**src/rtl/adder_pkg.sv**
```systemverilog
// Shared types and helpers for the chunked adder/subtractor.
package adder_pkg;

   typedef enum logic {IDLE, RUN} state_t;

   // Chunk index width; a single-chunk configuration still needs a 1-bit index.
   function automatic int idx_width(input int nchunk);
      return (nchunk > 1) ? $clog2(nchunk) : 1;
   endfunction

endpackage

```
**src/rtl/chunk_add.sv**
```systemverilog
// Combinational CHUNK-bit adder slice with carry out and carry into the slice MSB.
module chunk_add #(
   parameter int CHUNK = 8
) (
   input  logic [CHUNK-1:0] x,
   input  logic [CHUNK-1:0] y,
   input  logic             ci,
   output logic [CHUNK-1:0] s,
   output logic             co,
   output logic             c_msb_in
);

   assign {co, s} = {1'b0, x} + {1'b0, y} + (CHUNK+1)'(ci);

   // Carry into the MSB recovered from the MSB sum bit.
   assign c_msb_in = x[CHUNK-1] ^ y[CHUNK-1] ^ s[CHUNK-1];

endmodule

```
**src/rtl/chunked_adder.sv**
```systemverilog
// Multi-cycle adder/subtractor: one CHUNK-bit slice per clock, start/busy/done handshake.
module chunked_adder
   import adder_pkg::*;
#(
   parameter int WIDTH = 32,
   parameter int CHUNK = 8
) (
   input  logic             clk,
   input  logic             rst,
   input  logic             start,
   input  logic [WIDTH-1:0] a,
   input  logic [WIDTH-1:0] b,
   input  logic             cin,
   input  logic             sub,
   output logic             busy,
   output logic             done,
   output logic [WIDTH-1:0] sum,
   output logic             cout,
   output logic             ovf
);

   localparam int NCHUNK = WIDTH / CHUNK;
   localparam int IW     = idx_width(NCHUNK);
   localparam logic [IW-1:0] LAST = IW'(NCHUNK - 1);

   generate
      if (WIDTH < 2 || (WIDTH % CHUNK) != 0) begin : g_param_check
         $error("chunked_adder: WIDTH must be >= 2 and a multiple of CHUNK");
      end
   endgenerate

   state_t           state_q;
   logic [IW-1:0]    idx_q;
   logic             carry_q;
   logic [WIDTH-1:0] a_q, b_q, acc_q, sum_q;
   logic             cout_q, ovf_q, done_q;

   logic [CHUNK-1:0]       slice_s;
   logic                   slice_co, slice_cmsb;
   logic [WIDTH+CHUNK-1:0] acc_cat;
   logic [WIDTH-1:0]       acc_d;

   // Operands shift right so the active slice is always the low CHUNK bits.
   chunk_add #(.CHUNK(CHUNK)) u_chunk_add (
      .x        (a_q[CHUNK-1:0]),
      .y        (b_q[CHUNK-1:0]),
      .ci       (carry_q),
      .s        (slice_s),
      .co       (slice_co),
      .c_msb_in (slice_cmsb)
   );

   // New slice enters at the top of the accumulator; after NCHUNK slices it is aligned.
   always_comb begin
      acc_cat = {slice_s, acc_q};
      acc_d   = acc_cat[WIDTH+CHUNK-1:CHUNK];
   end

   always_ff @(posedge clk) begin
      if (rst) begin
         state_q <= IDLE;
         idx_q   <= '0;
         carry_q <= 1'b0;
         a_q     <= '0;
         b_q     <= '0;
         acc_q   <= '0;
         sum_q   <= '0;
         cout_q  <= 1'b0;
         ovf_q   <= 1'b0;
         done_q  <= 1'b0;
      end else begin
         done_q <= 1'b0;
         case (state_q)
            IDLE: begin
               if (start) begin
                  a_q     <= a;
                  b_q     <= sub ? ~b : b;
                  carry_q <= sub ? ~cin : cin;
                  idx_q   <= '0;
                  state_q <= RUN;
               end
            end
            RUN: begin
               a_q     <= a_q >> CHUNK;
               b_q     <= b_q >> CHUNK;
               acc_q   <= acc_d;
               carry_q <= slice_co;
               idx_q   <= idx_q + 1'b1;
               if (idx_q == LAST) begin
                  sum_q   <= acc_d;
                  cout_q  <= slice_co;
                  ovf_q   <= slice_co ^ slice_cmsb;
                  done_q  <= 1'b1;
                  state_q <= IDLE;
               end
            end
            default: state_q <= IDLE;
         endcase
      end
   end

   assign busy = (state_q == RUN);
   assign done = done_q;
   assign sum  = sum_q;
   assign cout = cout_q;
   assign ovf  = ovf_q;

endmodule

```
**config.mk**
```make
export PLATFORM = sky130hd
export DESIGN_NAME = chunked_adder
export DESIGN_NICKNAME = d
export VERILOG_FILES = /design/src/rtl/adder_pkg.sv /design/src/rtl/chunk_add.sv /design/src/rtl/chunked_adder.sv
export SDC_FILE = /design/constraint.sdc
export NUM_CORES = 1
export LEC_CHECK = 0
export CAP_MARGIN = 10
export CORE_MARGIN = 10
export CORE_UTILIZATION = 56
export DETAILED_ROUTE_END_ITERATION = 7
export HOLD_SLACK_MARGIN = 0.06
export PLACE_DENSITY = 0.86
export SYNTH_ARGS = -nofsm -noshare
export SYNTH_HDL_FRONTEND = slang
export SYNTH_SLANG_ARGS = --single-unit
```
**constraint.sdc**
```tcl
create_clock -name clk -period 5.3 [get_ports clk]
set_clock_uncertainty 0.1 [all_clocks]
set_input_delay 0.53 -clock clk [delete_from_list [all_inputs] [get_ports clk]]
set_output_delay 0.53 -clock clk [all_outputs]
set_load 0.05 [all_outputs]
```
==> results of run 1 <==
[cells by family (layout without fill, tap and decap cells)]
kind of cell / after synthesis / in the layout / share of synthesized area, %
AOI/OAI and AO/OA: 137 / 137 / 17.1
xor gates and xnor gates: 40 / 40 / 6.54
adders and majority gates: 10 / 10 / 2.62
buffers and inverters: 50 / 142 / 4.04
DFF: 127 / 127 / 47.5
muxes: 54 / 54 / 10.1
and+or+nand+nor: 160 / 160 / 12.1
[per-layer routing]
metal,up-vias,wire length (um)
met5,-,0
met4,0,217
met3,20,671
met2,129,6300
met1,2001,5380
li1,2159,-
[worst min-delay path by stage]
stage                           startpoint                    to
floorplan            acc_q[8]$_SDFFE_PP0P_   sum[0]$_SDFFE_PP0P_
global placement      sum[31]$_SDFFE_PP0P_  sum[31]$_SDFFE_PP0P_
detailed placement  acc_q[12]$_SDFFE_PP0P_   sum[4]$_SDFFE_PP0P_
CTS                       ovf$_SDFFE_PP0P_      ovf$_SDFFE_PP0P_
global route          sum[22]$_SDFFE_PP0P_  sum[22]$_SDFFE_PP0P_
finish                    ovf$_SDFFE_PP0P_      ovf$_SDFFE_PP0P_
[Yosys cell counts (3+ instances only)]
| cell type | n | area share, % |
|---|---|---|
| buf_1 | 11 | 0.77 |
| buf_2 | 14 | 1.3 |
| ha_1 | 8 | 1.9 |
| clkbuf_1 | 19 | 1.3 |
| nand2_1 | 11 | 0.77 |
| a21oi_1 | 54 | 5.0 |
| buf_4 | 3 | 0.42 |
| xnor2_1 | 38 | 6.2 |
| a211oi_1 | 33 | 4.6 |
| a22o_1 | 27 | 4.4 |
| o21ai_0 | 7 | 0.65 |
| o21ai_1 | 3 | 0.28 |
| nor2_1 | 137 | 9.6 |
| a21o_1 | 4 | 0.56 |
| mux2i_1 | 53 | 9.9 |
| dfxtp_1 | 127 | 47 |
[cell type report]
type / count / area, um2
multi-input cells: 401 / 2590
repair buffers: 107 / 1050
clock buffers: 20 / 457
inverters: 3 / 11.3
clock inverters: 12 / 108
flip-flops and latches: 127 / 2550
well taps: 129 / 161
fillers: 681 / 2350
[cell usage in the layout (no fill, tap or decap), types with 2 or more instances in the layout]
cell / Yosys / layout
o21ai_1: 3 / 3
nand2b_1: 2 / 2
nand4b_1: 2 / 2
dfxtp_1: 127 / 126
inv_1: 2 / 2
o21ai_0: 7 / 7
inv_6: 0 / 2
ha_1: 8 / 8
clkinv_2: 0 / 3
clkbuf_16: 0 / 17
fa_1: 2 / 2
buf_2: 14 / 2
xor2_1: 2 / 2
a21oi_1: 54 / 54
clkinvlp_4: 0 / 6
a211oi_2: 2 / 2
mux2i_1: 53 / 53
a22o_1: 27 / 27
clkbuf_8: 0 / 2
o311ai_1: 2 / 2
buf_4: 3 / 4
a21o_1: 4 / 4
a211oi_1: 33 / 33
clkdlybuf4s50_1: 0 / 101
nand2_1: 11 / 11
or4b_1: 2 / 2
nor2_1: 137 / 137
xnor2_1: 38 / 38
[sequential cells by signal, indices dropped and copies added, names as in the netlist]
signal,cells
carry_q,1
idx_q,2
acc_q,24
cout,1
a_q,32
done,1
ovf,1
sum,32
b_q,32
busy,1
[per-stage QoR]
step | area, um2 | power (W) | hold WS (ps) | utilization, %
CTS | 6930 | 0.00239 | 372 | 74.6
global placement | 6360 | 0.00130 | 347 | 68.6
floorplan | 5350 | 0.00123 | 342 | -
detailed placement | 6360 | 0.00131 | 357 | 68.6
global route | 6930 | 0.00247 | 399 | 74.6
finish | 6930 | 0.00238 | 368 | 74.6
[power by group]
group / switching (W) / internal [W] / total [W]
Combinational: 0.000133 / 0.000132 / 0.000266
Sequential: 0.0000367 / 0.000997 / 0.00103
Clock: 0.000418 / 0.000661 / 0.00108
Total: 0.000588 / 0.00179 / 0.00238
==> summary.txt, run 1 <==
Run status
  • Outcome: completed

Drt
  • Routed WL per cell: 15.7 um
  • Vias: 4309
  • Residual DRC: 0
  • ANT nets after route: 0
  • Detailed Route Iter0 Violations: 256
  • Final WL: 12.6 mm
  • Via/cell ratio: 5.39
  • DR pass1 iterations: 4

Global route
  • Grt ovf: 0
  • Global-route wire length before repair: 20.9 mm
  • Most Used Layer, Global Route: met2
  • Met3 Use GR: 6.14%
  • Initial antenna violation count: 0
  • Met2 Track Usage GR: 30.6%
  • GR Util met1: 20.4%
  • Largest net degree at the start of global routing: 101
  • Vias in the first global route: 4405
  • Total global-route track usage: 17.9%

STA
  • Tcrit/Tclk final: 52.2%
  • Slew HR: 24.8%
  • Fin worst setup slack: 2530 ps
  • Worst-margin pin slew: 1130 ps
  • F_max: 0.361 GHz
  • RSZ-0062 raised after global routing: no
  • Final setup viols: 0
  • Final Max Tran Viols: 0
  • Tmin final: 2770 ps
  • Fin. Hold Viols: 0
  • Fin Setup TNS: 0 ps

Critical path
  • Setup crit end kind: output port
  • CP startpoint: busy$_SDFF_PP0_
  • Largest stage delay, worst path: 920 ps
  • CP startpoint kind: register
  • Arrival @ worst endpoint: 2140 ps
  • RR Endpoint: acc_q[30]$_SDFFE_PP0P_
  • Worst Path Class, Setup: register to output port
  • Critical path, cell by cell: clkdlybuf4s50_1
  • Crit-path leading delay family: buffers and inverters
  • Worst path required time: 4670 ps
  • Worst reg2reg path depth: 7
  • Crit-path slowest cell: clkdlybuf4s50_1
  • Critical Path Sink: busy
  • Worst Path Max Fanout: 43
  • WP buf/inv: 1
  • Reg2reg start: carry_q$_SDFFE_PP0P_
  • WP depth: 1
  • Reg2reg setup slack: 2870 ps

Logic synthesis
  • Synthesized area: 5350 um2
  • Avg Synthesized Cell Area: 9.26 um2
  • FF+latch count, synth: 127
  • Cells after Synth: 578
  • Post-synth EDFFs: 0
  • Syn_nets: 657
  • Post-synthesis sequential area ratio: 47.5%
  • Prevailing post-synth register cell: dfxtp_1
  • FFs w/ async S/R, synth: 0%
  • Yosys warns: 0
  • Yosys cell types: 37

Finish
  • Layout area overhead: 29.4%
  • Share of cells above drive strength 1: 6.72%
  • # diodes: 0
  • Final Net Count: 736
  • Non-Filler Instances: 799

Die
  • Die ar.: 13900 um2
  • Die Y: 118 um
  • Die W: 118 um
  • I/O pin cnt: 105
  • Core region area: 9280 um2
  • Initial Utilization: 57.7%
  • Site row count: 35

Pwr
  • Power Density: 343 nW/um2
  • Leakage power: 2.73 nW
  • Worst vdd ir: 0.186 mV

Clock network
  • Hold Buf Count CTS: 0
  • Worst-skew pair later-pin latency: 510 ps
  • Root buffer cell: clkbuf_8
  • Max Root-Sink Buffers: 2
  • Clk sink count: 127
  • CTS clk-pin slew, worst paths: 60 ps
  • CTS tree: built
  • H-Tree Depth: 4
  • Post-CTS Setup Bufs: 0
  • CTS resizes: 0
  • Num CTS Buffers: 17

Placed design
  • Placer Congestion: 0.833
  • Final HPWL DP: 8.73 mm
  • I/O Buffers: 104
  • Pre-CTS setup slack: 2870 ps
  • Placed Instances: 767

Flow run
  • Max Cap Viol: 0

Min path
  • Hold WC Path Type: register to register
  • Hold Path Stages: 2
Note: power is estimated with default switching activity, not from simulation.
==> run 2, diff against run 1 <==
--- a/config.mk
+++ b/config.mk
@@ -7,10 +7,10 @@
 export LEC_CHECK = 0
 export CAP_MARGIN = 10
 export CORE_MARGIN = 10
-export CORE_UTILIZATION = 56
+export CORE_UTILIZATION = 52
 export DETAILED_ROUTE_END_ITERATION = 7
 export HOLD_SLACK_MARGIN = 0.06
-export PLACE_DENSITY = 0.86
+export PLACE_DENSITY = 0.8
 export SYNTH_ARGS = -nofsm -noshare
 export SYNTH_HDL_FRONTEND = slang
 export SYNTH_SLANG_ARGS = --single-unit
==> constraint.sdc (replaced) <==
create_clock -name clk -period 2.66 [get_ports clk]
set_clock_uncertainty 0.1 [all_clocks]
set_input_delay 0.266 -clock clk [delete_from_list [all_inputs] [get_ports clk]]
set_output_delay 0.266 -clock clk [all_outputs]
set_load 0.05 [all_outputs]
==> run 2 against run 1 <==
  * Clock power rose by 110%
  * Largest cell class unchanged
  * Hold slack got worse by 260 ps
  * Global-route usage is 0.64 points lower
  * Highest routed layer unchanged
  * Final area up 1.5%
  * First-iteration DRC count up 28%
  * Critical path depth grew 6
  * Count of clock-buffer cells in the layout unchanged
  * Final cell count up 1.5%
  * Total power grew 100%
  * Register-to-register slack lost 2700 ps
  * Die area rose by 6.4%
==> summary.txt, run 2 (same netlist as run 1, synthesis figures left out) <==
Pwr
  • Worst vdd ir: 0.532 mV
  • Internal power: 0.00367 W
  • Psw: 0.00118 W
  • Leakage power: 2.79 nW
  • Logic pwr share: 11.5%
  • Clk network pwr share: 46.4%
  • Register share of total power: 42.1%
  • Switching Fraction: 24.4%
  • Power Density: 690 nW/um2

Global route
  • Total global-route track usage: 17.3%
  • Vias in the first global route: 4335
  • Grt ovf: 0
  • Largest net degree at the start of global routing: 67
  • Global-route wire length before repair: 21.1 mm
  • Initial antenna violation count: 0

STA
  • RSZ-0062 raised after global routing: no
  • F_max: 0.408 GHz
  • Fin Setup TNS: 0 ps
  • Worst hold slack: 108 ps
  • Worst-margin pin slew: 673 ps
  • Tcrit/Tclk final: 92.1%
  • Final Max Tran Viols: 0
  • Tmin final: 2450 ps
  • Fin. Hold Viols: 0
  • Final setup viols: 0
  • Slew HR: 55.1%

Finish
  • Storage cell area: 2550 um2
  • # diodes: 0
  • Final core occ: 70.9%
  • Post-route cell area: 7030 um2
  • Commonest non-fill, non-tap cell in the layout: nor2_1
  • Layout area overhead: 31.3%
  • Final Net Count: 744
  • Multi-input logic area: 2590 um2
  • Filler Cell Count: 753
  • Commonest non-fill, non-tap cells in the layout: nor2_1, dfxtp_1, clkdlybuf4s50_1
  • Non-Filler Instances: 811
  • Share of cells above drive strength 1: 7.96%

Drt
  • Routed WL per cell: 15.8 um
  • Detailed Route Iter0 Violations: 328
  • Vias: 4350
  • Residual DRC: 0
  • Via/cell ratio: 5.36
  • Final WL: 12.8 mm
  • DR pass1 iterations: 6
  • ANT nets after route: 0

Placed design
  • DP Area: 6440 um2
  • I/O Buffers: 104
  • Placer Congestion: 0.889
  • Final HPWL DP: 9.08 mm
  • Placed Instances: 779

Critical path
  • Worst path required time: 2950 ps
  • Critical path, cell by cell: fa_1 > fa_1 > a21o_1 > a21oi_1 > o31a_1 > mux2_2 > nor2_1
  • Largest stage delay, worst path: 490 ps
  • Crit-path slowest cell: fa_1
  • Worst Path Class, Setup: register to register
  • Arrival @ worst endpoint: 2740 ps
  • Setup crit end kind: register
  • Worst Path Max Fanout: 3
  • Most prevalent standard cell on the critical path: fa_1
  • CP startpoint kind: register

Clock network
  • Clk sink count: 127
  • CTS resizes: 0
  • Worst-skew pair later-pin latency: 510 ps
  • Hold Buf Count CTS: 0
  • H-Tree Depth: 4
  • Max Root-Sink Buffers: 2
  • Num CTS Buffers: 17
  • Post-CTS Setup Bufs: 0
  • CTS clk-pin slew, worst paths: 60 ps
  • Root buffer cell: clkbuf_8
  • CTS tree: built

Die
  • Initial Utilization: 54.0%
  • Site row count: 36
  • Die ar.: 14800 um2
  • I/O pin cnt: 105
  • Core region area: 9910 um2
  • Die W: 121 um
  • Die Y: 121 um

Run status
  • Outcome: completed

Flow run
  • Max Cap Viol: 0

Min path
  • Hold WC Path Type: primary input to register
## run 2: cell count changes in the layout (fill, tap and decap cells not counted)
cell / previous run / this run
buf_4: 4 / 11
clkbuf_8: 2 / 4
clkinvlp_4: 6 / 4
buf_12: 0 / 1
bufinv_16: 1 / 2
clkbuf_1: 1 / 0
clkbuf_16: 17 / 16
clkinv_2: 3 / 2
clkinv_4: 0 / 1
inv_4: 0 / 1
## run 2: path summary, 6_finish.rpt
kind,from,endpoint,slack [ps],cells after the start
setup / recovery,carry_q$_SDFFE_PP0P_,carry_q$_SDFFE_PP0P_,210,7
hold / removal,rst,acc_q[11]$_SDFFE_PP0P_,110,2
hold reg to reg,ovf$_SDFFE_PP0P_,ovf$_SDFFE_PP0P_,360,2
setup reg to reg,carry_q$_SDFFE_PP0P_,carry_q$_SDFFE_PP0P_,210,7
## run 2: cell type report
| cell class | instances | area share (%) |
|---|---|---|
| clock buffer | 20 | 6.48 |
| clock inverter | 12 | 1.89 |
| inverter | 3 | 0.160 |
| multi-input combinational | 401 | 36.9 |
| sequential | 127 | 36.2 |
| tap | 133 | 2.37 |
| timing repair buffer | 115 | 16.0 |
## run 2: metrics by stage
stage	setup slack [ps]	total power [W]
after floorplan	445	0.00244
after global placement	346	0.00261
after detailed placement	245	0.00263
after CTS	237	0.00487
after global routing	23.6	0.00503
final	211	0.00485
## run 2: power groups by stage
| stage | clock network, W | logic, W | registers [W] |
|---|---|---|---|
| 6_report | 0.00225 | 0.000558 | 0.00204 |
| 5_1_grt | 0.00236 | 0.000618 | 0.00205 |
| 4_1_cts | 0.00227 | 0.000558 | 0.00204 |
| 3_5_place_dp | 0 | 0.000551 | 0.00208 |
| 3_3_place_gp | 0 | 0.000532 | 0.00208 |
| 2_1_floorplan | 0 | 0.000374 | 0.00207 |
## run 2: layer usage
| layer | up-vias | GRT usage (%) | part of all wire [%] | wire, um |
|---|---|---|---|---|
| li1 | 2175 | - | - | - |
| met1 | 2030 | 20.9 | 44 | 5610 |
| met2 | 137 | 28.9 | 49 | 6300 |
| met3 | 8 | 5.40 | 6.4 | 818 |
| met4 | 0 | 4.92 | 0.69 | 89 |
| met5 | - | 0 | 0 | 0 |
## run 2: worst max-delay path: cells and delay by family (launching register included)
family | cells | cell delay, ps
compound gates | 3 | 780
fa+ha+maj | 2 | 920
flops | 1 | 330
mux | 1 | 180
simple gates | 1 | 40
==> run 3, diff against run 2 <==
--- a/config.mk
+++ b/config.mk
@@ -7,10 +7,12 @@
 export LEC_CHECK = 0
 export CAP_MARGIN = 10
 export CORE_MARGIN = 10
-export CORE_UTILIZATION = 52
+export CORE_UTILIZATION = 47
 export DETAILED_ROUTE_END_ITERATION = 7
 export HOLD_SLACK_MARGIN = 0.06
-export PLACE_DENSITY = 0.8
+export MAX_ROUTING_LAYER = met4
+export PLACE_DENSITY = 0.77
+export SKIP_LAST_GASP = 1
 export SYNTH_ARGS = -nofsm -noshare
 export SYNTH_HDL_FRONTEND = slang
 export SYNTH_SLANG_ARGS = --single-unit
==> constraint.sdc (replaced) <==
create_clock -name clk -period 2 [get_ports clk]
set_clock_uncertainty 0.1 [all_clocks]
set_input_delay 0.2 -clock clk [delete_from_list [all_inputs] [get_ports clk]]
set_output_delay 0.2 -clock clk [all_outputs]
set_load 0.05 [all_outputs]
==> run 3 against run 2 <==
  * The run now ends with negative setup slack left
  * Final cell count is 1.1% higher
  * Combinational power is 38% higher
  * Clock power is 34% higher
  * Sequential power is 34% higher
  * Worst setup slack worse by 390 ps
  * Hold slack better by 55 ps
  * Total power is 34% higher
  * First-iteration DRC count is 2.4% higher
  * Largest cell class unchanged
  * Highest routed layer unchanged
==> summary.txt, run 3 (same netlist as run 1, synthesis figures left out) <==
Clock network
  • CTS tree: built
  • Worst-skew pair later-pin latency: 400 ps
  • Num CTS Buffers: 17
  • H-Tree Depth: 4
  • CTS clk-pin slew, worst paths: 50 ps
  • Clk sink count: 127
  • Max Root-Sink Buffers: 2
  • Root buffer cell: clkbuf_16

Placed design
  • I/O Buffers: 104
  • Final HPWL DP: 9.06 mm
  • Placer Congestion: 0.836

Die
  • Die ar.: 16100 um2
  • Die Y: 127 um
  • Initial Utilization: 48.7%
  • Die W: 127 um
  • Site row count: 38
  • Core region area: 11000 um2
  • I/O pin cnt: 105

Global route
  • Vias in the first global route: 4310
  • Initial antenna violation count: 0
  • Total global-route track usage: 16.2%
  • Grt ovf: 0
  • Global-route wire length before repair: 21.3 mm
  • Largest net degree at the start of global routing: 49

Critical path
  • Setup crit end kind: register
  • Worst Path Max Fanout: 3
  • Largest stage delay, worst path: 400 ps
  • Reg2reg start: carry_q$_SDFFE_PP0P_
  • WP depth: 7
  • WP buf/inv: 0
  • Arrival @ worst endpoint: 2360 ps
  • Worst reg2reg path depth: 7
  • Worst path required time: 2180 ps
  • CP startpoint kind: register
  • Crit-path slowest cell: fa_2
  • Worst Path Class, Setup: register to register
  • Most prevalent standard cell on the critical path: fa_2
  • CP startpoint: carry_q$_SDFFE_PP0P_
  • Reg2reg setup slack: -180 ps
  • Crit-path leading delay family: adder cells
  • Critical path, cell by cell: fa_2 > fa_2 > a21o_1 > a21oi_4 > o21ai_1 > xnor2_1 > o22ai_1

Pwr
  • Psw: 0.00158 W
  • Worst vdd ir: 0.524 mV
  • Register share of total power: 42.0%
  • Logic pwr share: 11.8%
  • Leakage power: 2.82 nW
  • Clk network pwr share: 46.2%
  • Power Density: 906 nW/um2
  • Switching Fraction: 24.3%
  • Internal power: 0.00493 W
  • Power Total: 0.00651 W

Finish
  • Multi-input logic area: 2690 um2
  • Storage cell area: 2550 um2
  • Commonest non-fill, non-tap cells in the layout: nor2_1, dfxtp_1, clkdlybuf4s50_1
  • Layout area overhead: 34.3%
  • # diodes: 0
  • Filler Cell Count: 869
  • Final core occ: 65.5%
  • Share of cells above drive strength 1: 10.0%
  • Final Net Count: 747
  • Commonest non-fill, non-tap cell in the layout: nor2_1

Run status
  • Outcome: finished, violations left
  • Failing checks: negative setup slack

Drt
  • Final WL: 13.0 mm
  • Detailed Route Iter0 Violations: 336
  • ANT nets after route: 0
  • DR pass1 iterations: 4
  • Residual DRC: 0
  • Via/cell ratio: 5.21
  • Vias: 4274
  • Routed WL per cell: 15.9 um

STA
  • Fin worst setup slack: -183 ps
  • Final Max Tran Viols: 0
  • RSZ-0062 raised after global routing: yes
  • Tcrit/Tclk final: 109%
  • Slew HR: 40.0%
  • F_max: 0.458 GHz
  • Tmin final: 2180 ps
  • Fin. Hold Viols: 0
  • Worst-margin pin slew: 899 ps
  • Final setup viols: 6

Flow run
  • Max Cap Viol: 0

Min path
  • Hold WC Path Type: primary input to register
  • Min-Delay Startpoint: start
  • Hold Path Stages: 3
run 3: per-layer routing:
layer / vias to the layer above / global-route usage (%) / share of wire (%)
met5: - / - / 0
met4: 0 / 4.35 / 1.1
met3: 15 / 4.25 / 4.4
met2: 95 / 27.4 / 49
met1: 1986 / 18.6 / 46
li1: 2178 / - / -
run 3: path summary, 6_finish.rpt:
| check | endpoint |
|---|---|
| worst max-delay path | acc_q[30]$_SDFFE_PP0P_ |
| worst min-delay path | b_q[30]$_SDFFE_PP0P_ |
| worst max register to register | acc_q[30]$_SDFFE_PP0P_ |
| worst min register to register | sum[31]$_SDFFE_PP0P_ |
run 3: what timing repair did:
item | in CTS | in global routing
hold buffers | 1 | 0
endpoints found under the setup margin | 10 | 12
pin swaps | 9 | 9
endpoints found under the hold margin | 5 | 0
setup buffers | 1 | 2
gates resized for setup | 1 | 14
run 3: metrics by stage:
stage	hold slack [ps]	std cells	worst slack (ps)	TNS [ps]	instance area (um2)
2_1_floorplan	247	578	-8.57	-20.2	5370
3_3_place_gp	347	786	-53.4	-191	6490
3_5_place_dp	355	786	-93.5	-447	6490
4_1_cts	156	819	-82.9	-299	7100
5_1_grt	192	820	-252	-1240	7190
6_report	163	820	-183	-668	7190
run 3: power groups by stage:
stage | Combinational, W | Clock, W | Sequential, W
final | 0.000768 | 0.00301 | 0.00274
after CTS | 0.000742 | 0.00304 | 0.00273
after global routing | 0.000848 | 0.00316 | 0.00275
after global placement | 0.000713 | 0 | 0.00278
after detailed placement | 0.000732 | 0 | 0.00278
after floorplan | 0.000501 | 0 | 0.00275
run 3: area by class of cell:
cell class              instances  share of cell area, %
clock buffers                  19                   6.30
flip-flops and latches        127                   35.5
well taps                     140                   2.44
inverters                       3                  0.157
repair buffers                118                   16.4
clock inverters                12                   1.90
multi-input cells             401                   37.4
run 3: worst register-to-register path: stages (launching register included):
cell and delay (ps):
dfxtp_2 330, fa_2 400, fa_2 360, a21o_1 200
a21oi_4 180, o21ai_1 120, xnor2_1 260, o22ai_1 100
